**src/rtl/uart_rx.sv**
```systemverilog
// 8N1 UART receiver with 2-flop input synchronizer; optional even parity via UART_RX_PARITY_EN.
// Byte lands 1 cycle after stop sample; no backpressure, unread byte is overwritten (overrun flagged).
module uart_rx #(
   parameter int CLKS_PER_BIT = 434
) (
   input  logic       i_clk,
   input  logic       i_rst,
   input  logic       i_rx,
   input  logic       i_clr_rx_rdy,
   output logic [7:0] o_rx_data,
   output logic       o_rx_rdy,
   output logic       o_frame_err,
   output logic       o_parity_err,
   output logic       o_overrun
);

   localparam int CW = 16;
   localparam logic [CW-1:0] HALF_LOAD = CW'(CLKS_PER_BIT / 2 - 1);
   localparam logic [CW-1:0] FULL_LOAD = CW'(CLKS_PER_BIT - 1);

`ifdef UART_RX_PARITY_EN
   typedef enum logic [2:0] {IDLE, START, DATA, PARITY, STOP} state_t;
`else
   typedef enum logic [2:0] {IDLE, START, DATA, STOP} state_t;
`endif

   state_t          state, state_nxt;
   logic            rx_s1, rx_s2, rx_prev;
   logic [CW-1:0]   baud_cnt;
   logic [2:0]      bit_cnt;
   logic [7:0]      shreg;
   logic            tick;
   logic            arm;
   logic            load_half, load_full, shift_en, stop_smp;
   logic            par_bad, deliver, frame_bad;

   assign tick = (baud_cnt == '0);
   assign arm  = rx_prev & ~rx_s2;

   always_ff @(posedge i_clk or posedge i_rst) begin
      if (i_rst) state <= IDLE;
      else       state <= state_nxt;
   end

   always_comb begin
      state_nxt = state;
      case (state)
         IDLE:  if (arm) state_nxt = START;
         START: if (tick) state_nxt = rx_s2 ? IDLE : DATA;
`ifdef UART_RX_PARITY_EN
         DATA:   if (tick && bit_cnt == 3'd7) state_nxt = PARITY;
         PARITY: if (tick) state_nxt = STOP;
`else
         DATA:   if (tick && bit_cnt == 3'd7) state_nxt = STOP;
`endif
         STOP:  if (tick) state_nxt = IDLE;
         default: state_nxt = IDLE;
      endcase
   end

`ifdef UART_RX_PARITY_EN
   logic par_bit;
   assign par_bad = ^{shreg, par_bit};
`else
   assign par_bad = 1'b0;
`endif

   always_comb begin
      load_half = (state == IDLE) && arm;
      load_full = 1'b0;
      shift_en  = (state == DATA) && tick;
      stop_smp  = (state == STOP) && tick;
      case (state)
         START:   load_full = tick && !rx_s2;
         DATA:    load_full = tick;
`ifdef UART_RX_PARITY_EN
         PARITY:  load_full = tick;
`endif
         default: load_full = 1'b0;
      endcase
      deliver   = stop_smp && rx_s2 && !par_bad;
      frame_bad = stop_smp && !rx_s2;
   end

   always_ff @(posedge i_clk or posedge i_rst) begin
      if (i_rst) begin
         rx_s1       <= 1'b1;
         rx_s2       <= 1'b1;
         rx_prev     <= 1'b1;
         baud_cnt    <= '0;
         bit_cnt     <= '0;
         shreg       <= '0;
         o_rx_data   <= '0;
         o_rx_rdy    <= 1'b0;
         o_frame_err <= 1'b0;
         o_overrun   <= 1'b0;
      end else begin
         rx_s1   <= i_rx;
         rx_s2   <= rx_s1;
         rx_prev <= rx_s2;
         if (load_half)                     baud_cnt <= HALF_LOAD;
         else if (load_full)                baud_cnt <= FULL_LOAD;
         else if (state != IDLE && !tick)   baud_cnt <= baud_cnt - 1'b1;
         if (state == START)                bit_cnt <= '0;
         else if (shift_en)                 bit_cnt <= bit_cnt + 1'b1;
         if (shift_en)                      shreg <= {rx_s2, shreg[7:1]};
         // a byte completing in the same cycle as the clear keeps rdy set
         if (deliver) begin
            o_rx_data <= shreg;
            o_rx_rdy  <= 1'b1;
         end else if (i_clr_rx_rdy) begin
            o_rx_rdy  <= 1'b0;
         end
         o_overrun   <= deliver && o_rx_rdy;
         o_frame_err <= frame_bad;
      end
   end

`ifdef UART_RX_PARITY_EN
   always_ff @(posedge i_clk or posedge i_rst) begin
      if (i_rst) begin
         par_bit      <= 1'b0;
         o_parity_err <= 1'b0;
      end else begin
         if (state == PARITY && tick) par_bit <= rx_s2;
         o_parity_err <= stop_smp && par_bad;
      end
   end
`else
   assign o_parity_err = 1'b0;
`endif

endmodule

```
**config.mk**
```make
export PLATFORM = sky130hd
export DESIGN_NAME = uart_rx
export DESIGN_NICKNAME = d
export VERILOG_FILES = /design/src/rtl/uart_rx.sv
export SDC_FILE = /design/constraint.sdc
export NUM_CORES = 1
export LEC_CHECK = 0
export ABC_AREA = 0
export CORE_ASPECT_RATIO = 0.9
export CORE_MARGIN = 2
export CORE_UTILIZATION = 57
export DETAILED_ROUTE_END_ITERATION = 10
export PLACE_DENSITY = 0.78
export SYNTH_ARGS = -nofsm -noshare
export SYNTH_HDL_FRONTEND = slang
export SYNTH_SLANG_ARGS = --single-unit
```
**constraint.sdc**
```tcl
create_clock -name i_clk -period 3.1 [get_ports i_clk]
set_input_delay 0.62 -clock i_clk [delete_from_list [all_inputs] [get_ports i_clk]]
set_output_delay 0.62 -clock i_clk [all_outputs]
set_load 0.05 [all_outputs]
```
# Word level (Yosys, flattened, before mapping)
# Cells that the tools add are included.
[totals]
elab_cells = 55
out_inout_bits = 12
reg_bits = 44
inputBits = 4
[op_classes]
reduce_logical = 18
eq_ne = 8
n_bitwise = 2
add_sub_neg = 2
n_mux = 14
[op_table]
columns = ["cell", "count"]
rows = [
  ["$mux W16", 3],
  ["$mux W3", 6],
  ["$logic_not A16 Y1", 1],
  ["$sub A16 B1 Y16 const B", 1],
  ["$pmux W3 S4", 1],
  ["$logic_and A1 B1 Y1", 9],
  ["$ne A2 B2 Y1 const B", 4],
  ["$eq A3 B2 Y1 const B", 2],
  ["$reduce_bool A3 Y1", 2],
  ["$reduce_and A4 Y1", 1],
  ["$reduce_bool A2 Y1", 2],
  ["$add A3 B1 Y3 const B", 1],
  ["$eq A3 B1 Y1 const B", 1],
  ["$eq A3 B3 Y1 const B", 1],
  ["$logic_not A3 Y1", 1],
  ["$logic_not A1 Y1", 2],
  ["$mux W1", 2],
  ["$mux W2", 1],
  ["$pmux W1 S2", 1],
  ["$and A1 B1 Y1", 1],
  ["$not A1 Y1", 1],
]

# Depth between registers and ports, before layout
# Gate-level depths: netlist (run 1).
[logic_depth]
ltp_word = 6
mapped_depth = 8
ltp_nobuf = 7

# Worst setup path before layout (run 1)
# Ideal clock, no wire load.
[synth_path]
kind = "reg2reg"
startpoint = "register baud_cnt[10]"
endpoint = "register baud_cnt[5]"
path_buffers = 2
t_required_ps = 2981
arrival_ps = 2043
path_stages_with_launch = 8
period_less_slack_ps = 2161
path_slack_ps = 939
setup_time_ps = 119
cell_sequence = "dfrtp_1 -> or4_1 -> clkbuf_1 -> and4bb_1 -> buf_4 -> mux2_2 -> o21a_1 -> o21a_1"
[synth_via]
elab_chain_cells = 5
word_cells_on_any_way = 8
cone_classes = "mux (3); reduce/logical (5)"
[synth_lines]
columns = ["element", "line", "source"]
rows = [
  ["start: declaration", "29", "logic [CW-1:0] baud_cnt;"],
  ["start signal: assignment", "103", "else if (state != IDLE && !tick) baud_cnt <= baud_cnt - 1'b1;"],
  ["$logic_not A16 Y1 *", "37", "assign tick = (baud_cnt == '0);"],
  ["$logic_and A1 B1 Y1", "74", "START: load_full = tick && !rx_s2;"],
  ["$pmux W1 S2", "73", "case (state)"],
  ["$mux W16", "102", "else if (load_full) baud_cnt <= FULL_LOAD;"],
  ["$mux W16", "101", "if (load_half) baud_cnt <= HALF_LOAD;"],
]
# Mark *: on every way between the ends. The rest lies on a longest branch, timed or not.
# A chain may end at the register's enable or synchronous reset.

# Final worst setup path (run 1)
[layout_path]
startpoint = "register baud_cnt[6]"
endpoint = "register baud_cnt[10]"
[layout_via]
elab_chain_cells = 5
word_cells_on_any_way = 10
cone_classes = "add/sub (1); mux (4); reduce/logical (5)"
[layout_lines]
columns = ["element"]
rows = [
  ["branches (longest 5 deep; another with $sub A16 B1 Y16)"],
]
# Parallel ways; which one is timed is not known. The select of a mux whose other input is x is not followed.

==> impl_metrics.ini, run 1 <==
[run_status]
outcome = finished, final reports clean

[final_layout]
multi_input_area_um2 = 938.4
fill_cells = 268
antenna_cells = 0
synthToLayoutAreaGrowth_pct = 12.59
fin_util = 0.6804
layout-drive-gt1-share = 0.1100
seq_area_um2 = 1080
nNetsFinal = 220

[synth]
synth_edf_count = 0
syn-num-nets = 206
async_reset_ff_frac = 1.000
synth_seq_cells = 43
yosysWarningCount = 0
avgSynthCellArea_um2 = 10.76
ys_seq_area_frac = 0.5174
ys_types = 40
synthFlopType = dfrtp_1
netlist_area_um2 = 2087
syn_inst = 194

[sta]
setup-violations-final = 0
fmax_ghz = 0.3856
fin_crit_ns = 2.593
slew_viol_final = 0
slew_headroom = 0.5463
rsz0062_at_grt = false
min_period_over_period = 0.8366
finalSetupTns_ns = 0
clock_skew_ns = 0.006968
tightest_slew_ns = 0.6760
hold_viol_final = 0

[worst_hold_path]
hp-class = flop to flop

[detailed_routing]
remaining_drc_errors = 0
firstDrtPassIters = 4
routed-wl-met2_um = 1971
drt_iter0_drc = 79
routedWlPerCell_um = 16.30
wl_met3_um = 163
vias = 1472
drtAntennaViolNets = 0
top_layer = met4
drt-total-wl_um = 4124
routed_via_density = 5.818
met1_length_um = 1938

[power]
ir_worst_vdd_v = 0.0004526
leakage_uw = 0.001075
power_density_nw_per_um2 = 569.7

[setup_path]
worstPathArrival_ns = 2.74
path_max_fanout = 9
worst_setup_path_end_kind = flop
crit_required_ns = 3.25
crit_path_start_kind = flop
crit_type = flop to flop

[place]
gp_congestion = 0.8763
port_buffers = 14
place_hpwl_um = 2946

[global_routing]
grt_max_degree = 44
grt-ovfl-total = 0
grt_usage = 0.2458
grt_pass1_vias = 1576
antenna_found_initial = 0
grt_pass1_wl_um = 7341

[cts]
clk_path_buf_depth = 2
cts_root_buffer = clkbuf_8
cts_tree = yes
htreeDepth = 2
postCtsSetupRepairBufs = 0
path_clk_slew_ns = 0.08
clk_latency_ns = 0.30
cts_resized = 0
numCtsBuffers = 5
cts_sinks = 43
postCtsHoldBufs = 0

[floorplan]
die_h_um = 61.41
fp-row-count = 20
design.die.area_um2 = 4162
ios = 16
die_w_um = 67.78
initial_core_util = 0.6043
core_um2 = 3453

[run]
drv_cap = 0
==> path summary, 6_finish.rpt <==
kind                       cells past startpoint  slack (ns)                        to                     from
max reg2reg                                    4        0.51  baud_cnt[10]$_DFFE_PP0P_  baud_cnt[6]$_DFFE_PP0P_
max in group asynchronous                      3        1.97         rx_prev$_DFF_PP1_                    i_rst
min in group asynchronous                      3        0.76    bit_cnt[1]$_DFFE_PP0P_                    i_rst
min reg2reg                                    0        0.36           rx_s2$_DFF_PP1_          rx_s1$_DFF_PP1_
max                                            4        0.51  baud_cnt[10]$_DFFE_PP0P_  baud_cnt[6]$_DFFE_PP0P_
min                                            0        0.36           rx_s2$_DFF_PP1_          rx_s1$_DFF_PP1_
==> per-stage QoR <==
| step | hold WS [ns] | power, µW | area [µm²] | instances | setup WS (ns) |
|---|---|---|---|---|---|
| floorplan | 0.3452 | 888.6 | 2087 | 194 | 0.9387 |
| global placement | 0.3488 | 945.2 | 2251 | 245 | 0.6565 |
| detailed placement | 0.3490 | 967.6 | 2251 | 245 | 0.5628 |
| CTS | 0.3612 | 1341 | 2350 | 253 | 0.5414 |
| global route | 0.3681 | 1425 | 2350 | 253 | 0.4019 |
| finish | 0.3606 | 1339 | 2350 | 253 | 0.5066 |
==> per-layer routing <==
layer | track usage | vias to the layer above
li1 | - | 719
met1 | 0.3201 | 716
met2 | 0.3894 | 32
met3 | 0.07313 | 5
met4 | 0.1029 | 0
met5 | 0 | -
==> cells in the final DEF (no fill, tap or decap), types with 2 or more instances in the layout <==
cell / n
dfrtp_1: 40
nor2_1: 15
clkdlybuf4s50_1: 14
nor3_1: 11
nand2_1: 9
mux2_2: 9
nor4_1: 8
mux2_1: 8
ha_1: 8
a21oi_1: 7
o21ai_1: 7
inv_1: 7
xnor2_1: 6
clkbuf_8: 6
nand3_1: 5
o21ai_0: 5
or3_1: 4
or4_1: 3
xor2_1: 3
o21a_1: 3
dfstp_2: 3
nor3b_1: 2
nor2b_1: 2
nand4_1: 2
mux2i_1: 2
a211oi_1: 2
a31oi_1: 2
a21o_1: 2
==> cells by family after synthesis <==
| kind of cell | count (synthesis) | synth area share |
|---|---|---|
| xor+xnor | 9 | 0.03777 |
| mux | 19 | 0.1013 |
| simple gates | 68 | 0.1763 |
| other cells | 1 | 0.001797 |
| buf+inv | 16 | 0.03297 |
| fa+ha+maj | 8 | 0.04796 |
| compound gates | 30 | 0.08452 |
| flops | 43 | 0.5174 |
==> sequential cells by signal (all words and copies together) (netlist names), 2 cells and up <==
name,cells
shreg,8
state,2
o_rx_data,8
baud_cnt,16
bit_cnt,3
==> where the power goes <==
part / switching (µW) / internal, µW
sequential: 52.5 / 604
clock: 190 / 182
combinational: 193 / 117
total: 435 / 903
==> layout make-up <==
cell class / instances / area share
timing repair buffer: 15 / 0.06283
clock inverter: 2 / 0.006922
sequential: 43 / 0.4595
tap: 44 / 0.02343
inverter: 8 / 0.01278
clock buffer: 6 / 0.03514
multi-input combinational: 135 / 0.3994
==> worst max-delay path, cell delays in order, from the launching register on <==
cell	delay, ns
dfrtp_1	0.43
or4_1	0.70
nand4bb_1	0.50
o21ai_1	0.69
nor2_1	0.13
==> cells in the mapped netlist, types with 2 or more instances <==
| cell | count | share of area |
|---|---|---|
| a211oi_1 | 2 | 0.0072 |
| a21o_1 | 2 | 0.0072 |
| a21oi_1 | 7 | 0.017 |
| a31oi_1 | 2 | 0.0060 |
| buf_4 | 2 | 0.0072 |
| clkbuf_1 | 5 | 0.0090 |
| dfrtp_1 | 40 | 0.48 |
| dfstp_2 | 3 | 0.038 |
| ha_1 | 8 | 0.048 |
| inv_1 | 7 | 0.013 |
| mux2_1 | 8 | 0.043 |
| mux2_2 | 9 | 0.049 |
| mux2i_1 | 2 | 0.0096 |
| nand2_1 | 9 | 0.016 |
| nand3_1 | 5 | 0.012 |
| nand4_1 | 2 | 0.0060 |
| nor2_1 | 15 | 0.027 |
| nor2b_1 | 2 | 0.0060 |
| nor3_1 | 11 | 0.026 |
| nor3b_1 | 2 | 0.0072 |
| nor4_1 | 8 | 0.024 |
| o21a_1 | 3 | 0.011 |
| o21ai_0 | 5 | 0.012 |
| o21ai_1 | 7 | 0.017 |
| or3_1 | 4 | 0.012 |
| or4_1 | 3 | 0.011 |
| xnor2_1 | 6 | 0.025 |
| xor2_1 | 3 | 0.013 |
No activity file was read; power rests on OpenSTA's default activity.
==> inputs of run 2 (changes only) <==
--- a/config.mk
+++ b/config.mk
@@ -8,9 +8,9 @@
 export ABC_AREA = 0
 export CORE_ASPECT_RATIO = 0.9
 export CORE_MARGIN = 2
-export CORE_UTILIZATION = 57
+export CORE_UTILIZATION = 52
 export DETAILED_ROUTE_END_ITERATION = 10
-export PLACE_DENSITY = 0.78
+export PLACE_DENSITY = 0.75
 export SYNTH_ARGS = -nofsm -noshare
 export SYNTH_HDL_FRONTEND = slang
 export SYNTH_SLANG_ARGS = --single-unit
==> constraint.sdc (replaced) <==
create_clock -name i_clk -period 2.1 [get_ports i_clk]
set_input_delay 0.42 -clock i_clk [delete_from_list [all_inputs] [get_ports i_clk]]
set_output_delay 0.42 -clock i_clk [all_outputs]
set_load 0.05 [all_outputs]
==> run 2 against run 1 <==
  * Count of clock-buffer cells in the layout stayed put
  * Die area rose by 9.0%
  * Setup slack worse by 0.48 ns
  * Critical path depth is 1 higher
  * Sequential power grew 46%
  * Core utilization increased by 1.4 points
  * Highest routed layer unchanged
  * Largest power group unchanged
  * Worst hold slack got worse by 0.0025 ns
  * Via count grew 9.2%
  * Sequential share of layout area is 4.9 points lower
==> impl_metrics.ini, run 2 (synthesis results as in run 1) <==
[run_status]
outcome = finished, final reports clean

[setup_path]
reg2reg_depth = 5
path_max_fanout = 4
reg2reg_slack_ns = 0.03
r2r_start = baud_cnt[6]$_DFFE_PP0P_
crit_path_start_kind = flop
crit_type = flop to flop
crit_path_end = baud_cnt[5]$_DFFE_PP0P_
reg2reg_to = baud_cnt[5]$_DFFE_PP0P_
worst_setup_path_end_kind = flop
crit_required_ns = 2.28
worstPathArrival_ns = 2.25
cp-startpoint = baud_cnt[6]$_DFFE_PP0P_

[final_layout]
fill_cells = 265
nNetsFinal = 242
antenna_cells = 0
fin_util = 0.6944
reg.largest.list = baud_cnt x16, o_rx_data x8, shreg x8
synthToLayoutAreaGrowth_pct = 25.90
most-common-layout-cells = dfrtp_1 (40), buf_4 (23), nor2_1 (14), clkdlybuf4s50_1 (14), nand2_1 (9)
largest_register_ffs = 16
layout-drive-gt1-share = 0.2684
final_cells = 277
top_register = baud_cnt
final_common_cell = dfrtp_1

[floorplan]
initial_core_util = 0.5516
die_w_um = 70.78
ios = 16
die_h_um = 64.10
core_um2 = 3784
design.die.area_um2 = 4537
fp-row-count = 21

[power]
power_density_nw_per_um2 = 844.5
p_sw_uw = 676.1
power.internal_uw = 1543
pwr-share-clk = 0.294
switching_share = 0.3047
p_comb_frac = 0.275
leakage_uw = 0.001209
pwr-share-seq = 0.431
ir_worst_vdd_v = 0.0007458

[detailed_routing]
routed_via_density = 5.801
drt_iter0_drc = 134
vias = 1607
firstDrtPassIters = 4
remaining_drc_errors = 0
drt-total-wl_um = 4391
routedWlPerCell_um = 15.85
drtAntennaViolNets = 0

[sta]
tightest_slew_ns = 0.5234
hold_ws_ns = 0.3581
hold_viol_final = 0
slew_viol_final = 0
fin_crit_ns = 2.070
clock_skew_ns = 0.006721
rsz0062_at_grt = true
fmax_ghz = 0.4831
slew_headroom = 0.6510
min_period_over_period = 0.9856
setup-violations-final = 0

[global_routing]
grt_pass1_vias = 1617
antenna_found_initial = 0
grt_max_degree = 44
grt_pass1_wl_um = 7327
grt_usage = 0.2076
grt-ovfl-total = 0

[cts]
postCtsHoldBufs = 0
cts_root_buffer = clkbuf_8
cts_tree = yes
clk_latency_ns = 0.29
htreeDepth = 2
numCtsBuffers = 5
clk_path_buf_depth = 2
path_clk_slew_ns = 0.08
cts_sinks = 43

[place]
dp_cells = 268
place_hpwl_um = 3091
gp_congestion = 0.9108
port_buffers = 14

[worst_hold_path]
hp-class = flop to flop

[run]
drv_cap = 0
==> run 2: cell types whose count changed in the layout (fill, tap and decap cells not counted), moves of 3 or more <==
cell,previous run,this run
nor4_2,0,4
nor3_1,11,8
buf_4,1,23
nor4_1,8,4
or4_4,0,3
or4_1,3,0
nor3_2,0,3
==> run 2: power by group through the flow <==
stage	Clock, µW	Sequential, µW	Combinational (µW)
6_report	651	957	610
5_1_grt	713	968	669
2_1_floorplan	0	960	356
3_5_place_dp	0	964	540
4_1_cts	664	951	557
3_3_place_gp	0	960	514
==> run 2: critical path, stage by stage, from the launching register on <==
cell,delay [ns]
dfrtp_1,0.39
or4_4,0.56
and4bb_4,0.41
mux2_4,0.34
o21a_1,0.11
o21a_1,0.16
==> run 2: worst min path at each step <==
stage          slack [ns]  cells after the start            start               to
5_1_grt              0.37                      0  rx_s1$_DFF_PP1_  rx_s2$_DFF_PP1_
4_1_cts              0.36                      0  rx_s1$_DFF_PP1_  rx_s2$_DFF_PP1_
3_5_place_dp         0.35                      0  rx_s1$_DFF_PP1_  rx_s2$_DFF_PP1_
3_3_place_gp         0.35                      0  rx_s1$_DFF_PP1_  rx_s2$_DFF_PP1_
6_report             0.36                      0  rx_s1$_DFF_PP1_  rx_s2$_DFF_PP1_
2_1_floorplan        0.35                      0  rx_s1$_DFF_PP1_  rx_s2$_DFF_PP1_
==> run 2: metal layers <==
layer,GRT usage,vias to the layer above,part of all wire
met1,0.2568,787,0.43
li1,-,759,-
met3,0.05994,8,0.064
met2,0.3586,53,0.49
met4,0.05189,0,0.014
met5,0,-,0
==> run 2: timing repair <==
item                                    CTS  global route
gates resized for setup                   3            16
buffers inserted                          0             1
pin swaps                                 0             4
endpoints found under the setup margin    4            20
==> run 2: area by class of cell <==
cell class	count	area (µm²)	share of cell area
flip-flops and latches	43	1080	0.4110
multi-input cells	135	1030	0.3919
repair buffers	37	312.8	0.1190
clock buffers	6	82.58	0.03143
well taps	46	57.56	0.02190
clock inverters	2	35.03	0.01333
inverters	8	30.03	0.01143
==> run 2: per-stage QoR <==
step | setup slack [ns] | instance area, µm² | power [µW] | TNS (ns)
2_1_floorplan | -0.01896 | 2097 | 1317 | -0.01896
3_3_place_gp | 0.03628 | 2417 | 1474 | 0
3_5_place_dp | -0.01450 | 2417 | 1504 | -0.02359
4_1_cts | 0.004556 | 2545 | 2172 | 0
5_1_grt | -0.02154 | 2628 | 2350 | -0.03632
6_report | 0.03019 | 2628 | 2219 | 0
